[src/rtl/lstm_pkg.sv]
// rtl/lstm_pkg.sv - shared types and elaboration helpers for the LSTM datapath blocks
package lstm_pkg;

    typedef enum logic [1:0] {IDLE, READ, DRAIN, OUT} state_t;

    function automatic int clog2(input int v);
        int r;
        r = 0;
        for (int p = 1; p < v; p = p * 2) r = r + 1;
        return r;
    endfunction

    // The accumulator must hold LEN full-width products without wrapping.
    function automatic bit acc_w_legal(input int acc_w, input int data_w, input int len);
        return acc_w >= 2 * data_w + clog2(len);
    endfunction

endpackage

[src/rtl/lstm_sat_shift.sv]
// rtl/lstm_sat_shift.sv - arithmetic right shift then signed saturation to OUT_W bits
module lstm_sat_shift
    import lstm_pkg::*;
#(
    parameter int ACC_W = 24,
    parameter int OUT_W = 8,
    parameter int FRAC  = 4
) (
    input  logic signed [ACC_W-1:0] acc,
    output logic        [OUT_W-1:0] out_data,
    output logic                    out_sat
);

    logic signed [ACC_W-1:0] shifted;
    logic                    fits;

    assign shifted = acc >>> FRAC;

    // In range exactly when every bit above the result's sign bit copies it.
    assign fits = (&shifted[ACC_W-1:OUT_W-1]) | ~(|shifted[ACC_W-1:OUT_W-1]);

    always_comb begin
        out_sat  = ~fits;
        out_data = shifted[OUT_W-1:0];
        if (!fits) begin
            out_data = shifted[ACC_W-1] ? {1'b1, {(OUT_W-1){1'b0}}} : {1'b0, {(OUT_W-1){1'b1}}};
        end
    end

endmodule

[src/rtl/lstm_dot_engine.sv]
// rtl/lstm_dot_engine.sv - streams one weight row and the state vector from RAM, emits saturated dot product
module lstm_dot_engine
    import lstm_pkg::*;
#(
    parameter int DATA_W   = 8,
    parameter int ADDR_W   = 4,
    parameter int W_ADDR_W = 8,
    parameter int LEN      = 16,
    parameter int FRAC     = 4,
    parameter int ACC_W    = 24,
    parameter int OUT_W    = 8
) (
    input  logic                clk,
    input  logic                rst,
    input  logic                start,
    input  logic [W_ADDR_W-1:0] w_base,
    output logic                busy,
    output logic [W_ADDR_W-1:0] w_rd_addr,
    output logic                w_rd_en,
    input  logic [DATA_W-1:0]   w_rd_data,
    output logic [ADDR_W-1:0]   x_rd_addr,
    output logic                x_rd_en,
    input  logic [DATA_W-1:0]   x_rd_data,
    output logic                out_valid,
    input  logic                out_ready,
    output logic [OUT_W-1:0]    out_data,
    output logic                out_sat
);

    localparam int PW = 2 * DATA_W;
    localparam logic [ADDR_W-1:0] K_LAST = ADDR_W'(LEN - 1);

    if (!acc_w_legal(ACC_W, DATA_W, LEN) || LEN < 1 || LEN > 2**ADDR_W) begin : g_bad_param
        $error("lstm_dot_engine: illegal ACC_W/LEN/ADDR_W combination");
    end

    state_t                  state;
    logic [ADDR_W-1:0]       k;
    logic [W_ADDR_W-1:0]     wb;
    logic                    rd_vld;
    logic                    prod_vld;
    logic signed [PW-1:0]    prod;
    logic signed [ACC_W-1:0] acc;
    logic signed [DATA_W-1:0] w_s;
    logic signed [DATA_W-1:0] x_s;
    logic [OUT_W-1:0]        sat_data;
    logic                    sat_flag;

    assign w_s  = w_rd_data;
    assign x_s  = x_rd_data;
    assign busy = (state != IDLE);

    lstm_sat_shift #(.ACC_W(ACC_W), .OUT_W(OUT_W), .FRAC(FRAC)) u_sat (
        .acc      (acc),
        .out_data (sat_data),
        .out_sat  (sat_flag)
    );

    always_ff @(posedge clk) begin
        if (rst) begin
            state     <= IDLE;
            k         <= '0;
            wb        <= '0;
            rd_vld    <= 1'b0;
            prod_vld  <= 1'b0;
            prod      <= '0;
            acc       <= '0;
            w_rd_addr <= '0;
            w_rd_en   <= 1'b0;
            x_rd_addr <= '0;
            x_rd_en   <= 1'b0;
            out_valid <= 1'b0;
            out_data  <= '0;
            out_sat   <= 1'b0;
        end else begin
            rd_vld   <= w_rd_en;
            prod_vld <= rd_vld;
            if (rd_vld) prod <= PW'(w_s) * PW'(x_s);
            if (prod_vld) acc <= acc + {{(ACC_W-PW){prod[PW-1]}}, prod};

            case (state)
                IDLE: begin
                    if (start) begin
                        state     <= READ;
                        wb        <= w_base;
                        k         <= '0;
                        acc       <= '0;
                        w_rd_en   <= 1'b1;
                        x_rd_en   <= 1'b1;
                        w_rd_addr <= w_base;
                        x_rd_addr <= '0;
                    end
                end
                READ: begin
                    // Addresses keep their last value once the final read is issued.
                    if (k == K_LAST) begin
                        w_rd_en <= 1'b0;
                        x_rd_en <= 1'b0;
                        state   <= DRAIN;
                    end else begin
                        k         <= k + ADDR_W'(1);
                        w_rd_addr <= wb + W_ADDR_W'(k) + W_ADDR_W'(1);
                        x_rd_addr <= k + ADDR_W'(1);
                    end
                end
                DRAIN: begin
                    if (!rd_vld && !prod_vld) begin
                        state     <= OUT;
                        out_valid <= 1'b1;
                        out_data  <= sat_data;
                        out_sat   <= sat_flag;
                    end
                end
                OUT: begin
                    if (out_ready) begin
                        out_valid <= 1'b0;
                        state     <= IDLE;
                    end
                end
            endcase
        end
    end

endmodule

[config.mk]
export PLATFORM = sky130hd
export DESIGN_NAME = lstm_dot_engine
export DESIGN_NICKNAME = d
export VERILOG_FILES = /design/src/rtl/lstm_pkg.sv /design/src/rtl/lstm_sat_shift.sv /design/src/rtl/lstm_dot_engine.sv
export SDC_FILE = /design/constraint.sdc
export NUM_CORES = 1
export LEC_CHECK = 0
export CAP_MARGIN = 5
export CORE_UTILIZATION = 50
export CTS_BUF_LIST = sky130_fd_sc_hd__clkbuf_8
export DETAILED_ROUTE_END_ITERATION = 8
export GPL_TIMING_DRIVEN = 1
export PLACE_DENSITY = 0.77
export SLEW_MARGIN = 20
export SYNTH_ARGS = -nofsm -noshare
export SYNTH_HDL_FRONTEND = slang
export SYNTH_SLANG_ARGS = --single-unit
[constraint.sdc]
create_clock -name clk -period 6.1 [get_ports clk]
set_input_delay 1.22 -clock clk [delete_from_list [all_inputs] [get_ports clk]]
set_output_delay 1.22 -clock clk [all_outputs]
set_load 0.05 [all_outputs]
---- Word level (Yosys, flattened, before mapping) ----
Cells that the tools add are included.
word-level totals
  input bits .............................. 28
  output and inout bits ................... 25
  register bits after elaboration ......... 75
  logic and storage cells ................. 66
cells by class
  mux-type cells .......................... 22
  bitwise gates (word level) .............. 3
  multipliers ............................. 1
  eq/ne operators ......................... 9
  add/subtract/negate cells ............... 4
  reduce and logical (&&, ||, !) cells .... 15
operator list
  cell                                                              count
  24-bit 2-to-1 mux                                                 3
  8-bit 2-to-1 mux                                                  4
  24-bit adder                                                      1
  8-bit by 8-bit multiplier with 16-bit output                      1
  8-bit one-hot mux with 2 select lines                             1
  13-bit AND reduction                                              1
  13-bit OR reduction                                               1
  2-bit != test (second input constant)                             5
  3-bit AND reduction                                               3
  8-bit by 1-bit adder with 8-bit output (second input constant)    1
  8-bit by 4-bit adder with 8-bit output                            1
  2-bit 2-to-1 mux                                                  4
  4-bit 2-to-1 mux                                                  2
  2-bit one-hot mux with 4 select lines                             1
  4-bit one-hot mux with 2 select lines                             1
  2-bit nonzero test                                                3
  4-bit by 1-bit adder with 4-bit output (second input constant)    1
  2-bit == test (second input constant)                             2
  4-bit == test (second input constant)                             1
  1-bit 2-to-1 mux                                                  4
  1-bit one-hot mux with 2 select lines                             2
  2-bit AND reduction                                               2
  4-bit AND reduction                                               1
  2-bit by 1-bit == test with 1-bit output (second input constant)  1
  5 further kinds                                                   7

---- Logic depth before layout (Yosys ltp) ----
Gate-level depths: netlist (run 1).
  depth in word-level cells ............... 4
  mapped depth ............................ 17
  gate-level depth less buffers ........... 17

---- By module ----
A second synthesis (run 1) with hierarchy kept.
unflattened totals
  cells, all modules ...................... 827
  area, all modules ....................... 6,941.7 µm²
by module, submodules not included
  module           area each (µm²)  sequential area each (µm²)  cells an instance  instances
  lstm_dot_engine  6,771.5          1,501.4                     801                1
  lstm_sat_shift   170.2            0.0                         26                 1

---- Worst setup path before layout (run 1) ----
OpenSTA, ideal clock, no wires.
  kind .................................... in2reg
  start point ............................. input port w_rd_data[7]
  end point ............................... register prod[15]
  arrival ................................. 4,899 ps
  buffers on the path ..................... 0
  required time ........................... 5,985 ps
  setup time .............................. 115 ps
  stages .................................. 16
  setup slack ............................. 1,086 ps
  path through ............................ and2_1 -> fa_1 -> inv_1 -> fa_1 -> inv_1 -> fa_1 -> inv_1 -> fa_1 -> inv_1 -> ha_1 -> o21a_1 -> nor2_1 -> a21oi_1 -> a31oi_1 -> xnor2_1 -> o21a_1
between the ends
  longest elaborated chain between the ends .. 1
RTL lines
  element                                       line                   source
  start: declaration                            lstm_dot_engine.sv:20  input logic [DATA_W-1:0] w_rd_data,
  8-bit by 8-bit multiplier with 16-bit output  lstm_dot_engine.sv:78  if (rd_vld) prod <= PW'(w_s) * PW'(x_s);
  end signal: assignment                        lstm_dot_engine.sv:78
  end: declaration                              lstm_dot_engine.sv:42  logic signed [PW-1:0] prod;
No other way between the ends.
A chain may end at the register's enable or synchronous reset.

---- Worst setup path in the final report (run 1) ----
  start point ............................. input port x_rd_data[7]
  end point ............................... register prod[15]
between the ends
  longest elaborated chain between the ends .. 1
RTL lines
  element                                       line                   source
  start: declaration                            lstm_dot_engine.sv:23  input logic [DATA_W-1:0] x_rd_data,
  8-bit by 8-bit multiplier with 16-bit output  lstm_dot_engine.sv:78
No other way between the ends.

==> impl_metrics.json, run 1 <==
{
  "area_growth_syn_to_layout_pct": 12.2,
  "ir_drop_mv": 0.172,
  "tritoncts": "yes",
  "antenna_cells_inserted": 0,
  "crit_path_max_fanout": 6,
  "drt-vias-per-instance": 5.44,
  "htree_num_levels": 3,
  "rr_endpoint": "k[3]",
  "synth_warnings": 0,
  "layout-drive-gt1-share_pct": 3.61,
  "achievable-frequency_mhz": 181,
  "timing.setup.tns_ns": 0,
  "detail_route.first_pass.iterations": 6,
  "io_buffers": 52,
  "design.portCount": 53,
  "num_vias": 5626,
  "crit_path_start_kind": "input port",
  "cts_inserted_buffers": 9,
  "total_power_mw": 2.63,
  "period_share_pct": 90.8,
  "grt_remaining_overflow": 0,
  "first_iter_violations": 439,
  "timing.critical_path.arrival_ns": 5.78,
  "clock_sink_count": 75,
  "grt_pass1_vias": 5348,
  "worstPathRequired_ns": 6.34,
  "syn-cell-area_um2": 6810,
  "worst-slew-pin-transition_ns": 0.910,
  "post_synthesis_cell_count": 812,
  "timing.rr.start": "state[1]",
  "floorplan.die.width_um": 119,
  "seq_area_um2": 1500,
  "grt_pass1_wl_mm": 24.8,
  "total_leakage_power_nw": 3.35,
  "die_area_um2": 14100,
  "min-delay-path-class": "flip-flop to flip-flop",
  "setup.reg_to_reg.worst_slack_ns": 3.42,
  "cts_post_setup_buffers_inserted": 0,
  "hold_depth": 2,
  "ys_ff_latch": 75,
  "largest_net_degree_at_the_start_of_global_routing": 53,
  "fin_nets": 1001,
  "place.detailed.instances": 1020,
  "maxSlewViolCount": 0,
  "initial_utilization_pct": 51.4,
  "crit_path_end_kind": "flip-flop",
  "drtAntennaViolNets": 0,
  "multi_input_area_um2": 4820,
  "mappedNetlistNets": 958,
  "drv.max_cap_violation_count": 0,
  "ys_types": 65,
  "routedWlPerCell_um": 13.9,
  "cts_max_path_buffers": 2,
  "setup_viol_count_final": 0,
  "synth-edff-count": 0,
  "synth-main-ff-cell": "sky130_fd_sc_hd__dfxtp_1",
  "grt_antenna_before_repair": 0,
  "seq_area_frac_synth_pct": 22.0,
  "core_area_um2": 13200,
  "outcome": "finished clean",
  "synth_async_sr_flop_share_pct": 0,
  "rows": 42,
  "cts_hold_buf": 0,
  "final-hold-violation-count": 0,
  "finish.cell_count_without_fillers": 1035,
  "mean_instance_size_in_the_synthesized_netlist_um2": 8.39,
  "slew_headroom_pct": 39.2,
  "filler_cell_count": 1220,
  "worst_skew_ns": 0.00867,
  "post_cts_resized": 0,
  "most-common-layout-cells": "sky130_fd_sc_hd__inv_1 (100), sky130_fd_sc_hd__nand2_1 (83), sky130_fd_sc_hd__nor2_1 (76)",
  "mostFrequentLayoutCell": "sky130_fd_sc_hd__inv_1",
  "place.gp.congestion": 0.899,
  "worst_skew_pair.late_latency_ns": 0.35,
  "die-height_um": 119,
  "path_class": "input port to flip-flop",
  "worstRegToRegCells": 9,
  "min_delay_worst_endpoint": "wb[0]",
  "grtUsageTotal_pct": 21.5,
  "drt_wl_total_mm": 14.4,
  "hpwlAfterDp_mm": 11.4,
  "clk_transition_reported_paths_ns": 0.08,
  "route.detailed.drc": 0,
  "clock_root_cell": "sky130_fd_sc_hd__clkbuf_8",
  "worst_hold_startpoint": "wb[0]",
  "post_route_minimum_period_ns": 5.54,
  "power_per_cell_area_nw_per_um2": 344,
  "grt_setup_unrepaired": "no"
}
[through the flow]
stage | utilization, % | setup WS, ns | instance area [um2] | hold slack, ns
after CTS | 57.7 | 0.560 | 7640 | 0.462
after floorplan | - | 1.09 | 6810 | 0.436
after global placement | 56.2 | 0.336 | 7450 | 0.445
after detailed placement | 56.2 | 0.212 | 7450 | 0.452
final | 57.7 | 0.561 | 7640 | 0.461
after global routing | 57.7 | 0.264 | 7640 | 0.477
[report_power, final]
part           internal, mW  switching (mW)
sequential            0.581          0.0874
combinational         0.635           0.954
clock                 0.187           0.186
[cells by family after synthesis]
family / count (synthesis) / share of synthesized area (%)
AO/OA/AOI/OAI: 168 / 16.4
adder cells (fa/ha/maj): 118 / 28.0
buffers and inverters: 123 / 7.22
XOR/XNOR: 32 / 4.12
flip-flops: 75 / 22.0
multiplexers: 23 / 3.40
AND/OR/NAND/NOR: 273 / 18.9
[worst max path at each step]
stage | end | startpoint | depth (start not counted) | slack, ns
floorplan | prod[15] | w_rd_data[7] | 16 | 1.09
global placement | prod[15] | w_rd_data[3] | 18 | 0.34
detailed placement | prod[15] | x_rd_data[7] | 17 | 0.21
finish | prod[15] | x_rd_data[7] | 17 | 0.56
CTS | prod[15] | x_rd_data[7] | 17 | 0.56
global route | prod[15] | x_rd_data[7] | 17 | 0.26
[worst max-delay path, stage by stage]
cell and delay, ns:
sky130_fd_sc_hd__clkdlybuf4s50_1 0.58, sky130_fd_sc_hd__inv_1 0.16, sky130_fd_sc_hd__nor2_1 0.19, sky130_fd_sc_hd__fa_1 0.44
sky130_fd_sc_hd__fa_1 0.52, sky130_fd_sc_hd__fa_1 0.54, sky130_fd_sc_hd__inv_1 0.05, sky130_fd_sc_hd__fa_1 0.54
sky130_fd_sc_hd__inv_1 0.04, sky130_fd_sc_hd__ha_1 0.24, sky130_fd_sc_hd__nor3_1 0.20, sky130_fd_sc_hd__o21ai_1 0.11
sky130_fd_sc_hd__a31oi_1 0.31, sky130_fd_sc_hd__a21oi_1 0.15, sky130_fd_sc_hd__a31oi_1 0.21, sky130_fd_sc_hd__xnor2_1 0.09
sky130_fd_sc_hd__o21a_1 0.17
[sequential cells by signal, summed over array words and instances (netlist names)]
name,count
acc,24
prod,16
out_data,8
w_rd_addr,8
wb,8
k,4
state,2
out_sat,1
out_valid,1
prod_vld,1
rd_vld,1
x_rd_en,1
[synth_stat cells (16+ instances only)]
cell type / instances / area, um2
sky130_fd_sc_hd__a21oi_1: 53 / 265
sky130_fd_sc_hd__nand3_1: 16 / 80.1
sky130_fd_sc_hd__nor3_1: 18 / 90.1
sky130_fd_sc_hd__dfxtp_1: 75 / 1500
sky130_fd_sc_hd__and2_1: 43 / 269
sky130_fd_sc_hd__mux2i_1: 22 / 220
sky130_fd_sc_hd__xnor2_1: 23 / 201
sky130_fd_sc_hd__inv_1: 100 / 375
sky130_fd_sc_hd__ha_1: 61 / 763
sky130_fd_sc_hd__fa_1: 57 / 1140
sky130_fd_sc_hd__nand2_1: 83 / 312
sky130_fd_sc_hd__nor2_1: 76 / 285
sky130_fd_sc_hd__a211oi_1: 18 / 135
[final cells by class]
cell class	instances	share of cell area, %
inverter	101	4.96
clock buffer	9	1.62
clock inverter	6	0.868
sequential	75	19.7
tap	176	2.88
timing repair buffer	54	6.95
multi-input combinational	614	63.1
[routing by layer]
metal / track usage [%] / vias to the layer above / part of all wire (%)
li1: - / 2832 / -
met2: 36.8 / 112 / 49
met5: 0 / - / 0
met1: 28.5 / 2666 / 46
met3: 2.75 / 16 / 3.4
met4: 5.30 / 0 / 1.2
Power figures use the tool's default switching activity.
==> run 2, diff against run 1 <==
--- a/config.mk
+++ b/config.mk
@@ -6,11 +6,11 @@
 export NUM_CORES = 1
 export LEC_CHECK = 0
 export CAP_MARGIN = 5
-export CORE_UTILIZATION = 50
+export CORE_UTILIZATION = 62
 export CTS_BUF_LIST = sky130_fd_sc_hd__clkbuf_8
 export DETAILED_ROUTE_END_ITERATION = 8
 export GPL_TIMING_DRIVEN = 1
-export PLACE_DENSITY = 0.77
+export PLACE_DENSITY = 0.91
 export SLEW_MARGIN = 20
 export SYNTH_ARGS = -nofsm -noshare
 export SYNTH_HDL_FRONTEND = slang
==> run 2 against run 1 <==
  * Register-to-register slack worse by 0.11 ns
  * Critical path depth stayed put
  * Global-route usage is 7.7 points higher
  * Wire length is 9.1% higher
  * Combinational power is 5% higher
  * Fmax is 2.5% lower
  * Count of clock-buffer cells in the layout stayed put
  * Critical path type unchanged
  * Sequential cell count stayed put
  * Clock skew is 0.0044 ns higher
==> impl_metrics.json, run 2 (synthesis gave the netlist of run 1 again) <==
{
  "final-hold-violation-count": 0,
  "grt_setup_unrepaired": "no",
  "worst_skew_ns": 0.0131,
  "clock_root_cell": "sky130_fd_sc_hd__clkbuf_8",
  "drtAntennaViolNets": 0,
  "slack_of_the_critical_path_ns": 0.417,
  "worst-slew-pin-transition_ns": 0.944,
  "rows": 37,
  "grt_remaining_overflow": 0,
  "total_leakage_power_nw": 3.39,
  "clk_transition_reported_paths_ns": 0.09,
  "most-common-layout-cells": "sky130_fd_sc_hd__inv_1 (101), sky130_fd_sc_hd__nand2_1 (83), sky130_fd_sc_hd__nor2_1 (76)",
  "slew_headroom_pct": 37.1,
  "worstPathRequired_ns": 6.36,
  "timing.setup.tns_ns": 0,
  "largest_registers": "acc (24), prod (16)",
  "hold_slack_ns": 0.478,
  "total_power_mw": 2.81,
  "antenna_cells_inserted": 0,
  "largest_reg_flops": 24,
  "core_area_um2": 10500,
  "cts_max_path_buffers": 2,
  "grtUsageTotal_pct": 29.2,
  "area_growth_syn_to_layout_pct": 12.2,
  "tritoncts": "yes",
  "place.gp.congestion": 0.915,
  "hpwlAfterDp_mm": 12.0,
  "dpl_cell_area_um2": 7400,
  "drv.max_cap_violation_count": 0,
  "outcome": "finished clean",
  "cts_post_setup_buffers_inserted": 0,
  "mostFrequentLayoutCell": "sky130_fd_sc_hd__inv_1",
  "power_per_cell_area_nw_per_um2": 368,
  "io_buffers": 52,
  "post_cts_resized": 0,
  "grt_pass1_wl_mm": 26.6,
  "die_area_um2": 11400,
  "layout.cell_area.non_filler_um2": 7640,
  "largest_net_degree_at_the_start_of_global_routing": 53,
  "layout-drive-gt1-share_pct": 3.60,
  "dpl_worst_slack_ns": 0.160,
  "grt_pass1_vias": 5755,
  "post_route_minimum_period_ns": 5.68,
  "achievable-frequency_mhz": 176,
  "drt-vias-per-instance": 5.92,
  "fin_nets": 1001,
  "clock_sink_count": 75,
  "timing.rr.start": "state[0]",
  "worst_hold_startpoint": "wb[0]",
  "initial_utilization_pct": 64.8,
  "filler_cell_count": 756,
  "setup.worst_path.start": "w_rd_data[7]",
  "detail_route.first_pass.iterations": 6,
  "floorplan.die.width_um": 107,
  "design.portCount": 53,
  "die-height_um": 107,
  "period_share_pct": 93.2,
  "num_vias": 5894,
  "setup_viol_count_final": 0,
  "ir_drop_mv": 0.442,
  "path_class": "input port to flip-flop",
  "maxSlewViolCount": 0,
  "drt_wl_total_mm": 15.7,
  "route.detailed.drc": 0,
  "crit_path_end_kind": "flip-flop",
  "grt_antenna_before_repair": 0,
  "cts_inserted_buffers": 9,
  "routedWlPerCell_um": 15.8,
  "htree_num_levels": 3,
  "top_register": "acc",
  "cts_hold_buf": 0,
  "min-delay-path-class": "flip-flop to flip-flop",
  "worst_skew_pair.late_latency_ns": 0.36,
  "crit_path_max_fanout": 8,
  "first_iter_violations": 513,
  "timing.critical_path.arrival_ns": 5.94,
  "crit_path_start_kind": "input port"
}
run 2: changes by cell type in the layout (fill, tap and decap cells not counted):
cell                         change
sky130_fd_sc_hd__clkinvlp_4      -3
sky130_fd_sc_hd__inv_1           +1
sky130_fd_sc_hd__clkinv_4        +1
sky130_fd_sc_hd__bufinv_16       +2
run 2: cell type report:
cell class	count	area (um2)	area share [%]
Clock buffer	9	124	1.62
Clock inverter	7	116	1.52
Inverter	101	379	4.96
Multi-Input combinational cell	614	4820	63.1
Sequential cell	75	1500	19.7
Tap cell	136	170	2.23
Timing Repair Buffer	54	531	6.95
run 2: power breakdown:
part           switching [mW]  total (mW)  leakage (nW)  internal [mW]
clock                   0.199       0.471         0.125          0.272
combinational            1.02        1.67          2.66          0.644
sequential             0.0877       0.669         0.610          0.581
run 2: worst paths after layout:
check	endpoint	depth (start not counted)	slack, ns
setup / recovery	prod[15]	17	0.42
hold / removal	wb[0]	2	0.48
setup reg to reg	k[3]	8	3.31
hold reg to reg	wb[0]	2	0.48
run 2: critical path: stages:
cell and delay (ns):
sky130_fd_sc_hd__clkdlybuf4s50_1 0.55, sky130_fd_sc_hd__and2_1 0.28, sky130_fd_sc_hd__fa_1 0.64, sky130_fd_sc_hd__inv_1 0.15, sky130_fd_sc_hd__fa_1 0.55, sky130_fd_sc_hd__inv_1 0.05
sky130_fd_sc_hd__fa_1 0.55, sky130_fd_sc_hd__inv_1 0.07, sky130_fd_sc_hd__fa_1 0.53, sky130_fd_sc_hd__inv_1 0.05, sky130_fd_sc_hd__ha_1 0.38, sky130_fd_sc_hd__o21a_1 0.14
sky130_fd_sc_hd__nor2_1 0.04, sky130_fd_sc_hd__a21oi_1 0.28, sky130_fd_sc_hd__a31oi_1 0.15, sky130_fd_sc_hd__xnor2_1 0.15, sky130_fd_sc_hd__o21a_1 0.17
run 2: metrics by stage:
step,cells,utilization [%]
2_1_floorplan,812,-
3_3_place_gp,980,70.4
3_5_place_dp,980,70.4
4_1_cts,996,72.7
5_1_grt,996,72.7
6_report,996,72.7
run 2: per-layer routing:
layer / vias to the layer above / track usage, % / routed length, um
met2: 210 / 50.2 / 7600
met3: 33 / 4.50 / 904
met4: 0 / 7.73 / 284
li1: 2834 / - / -
met5: - / 0 / 0
met1: 2817 / 38.2 / 6950
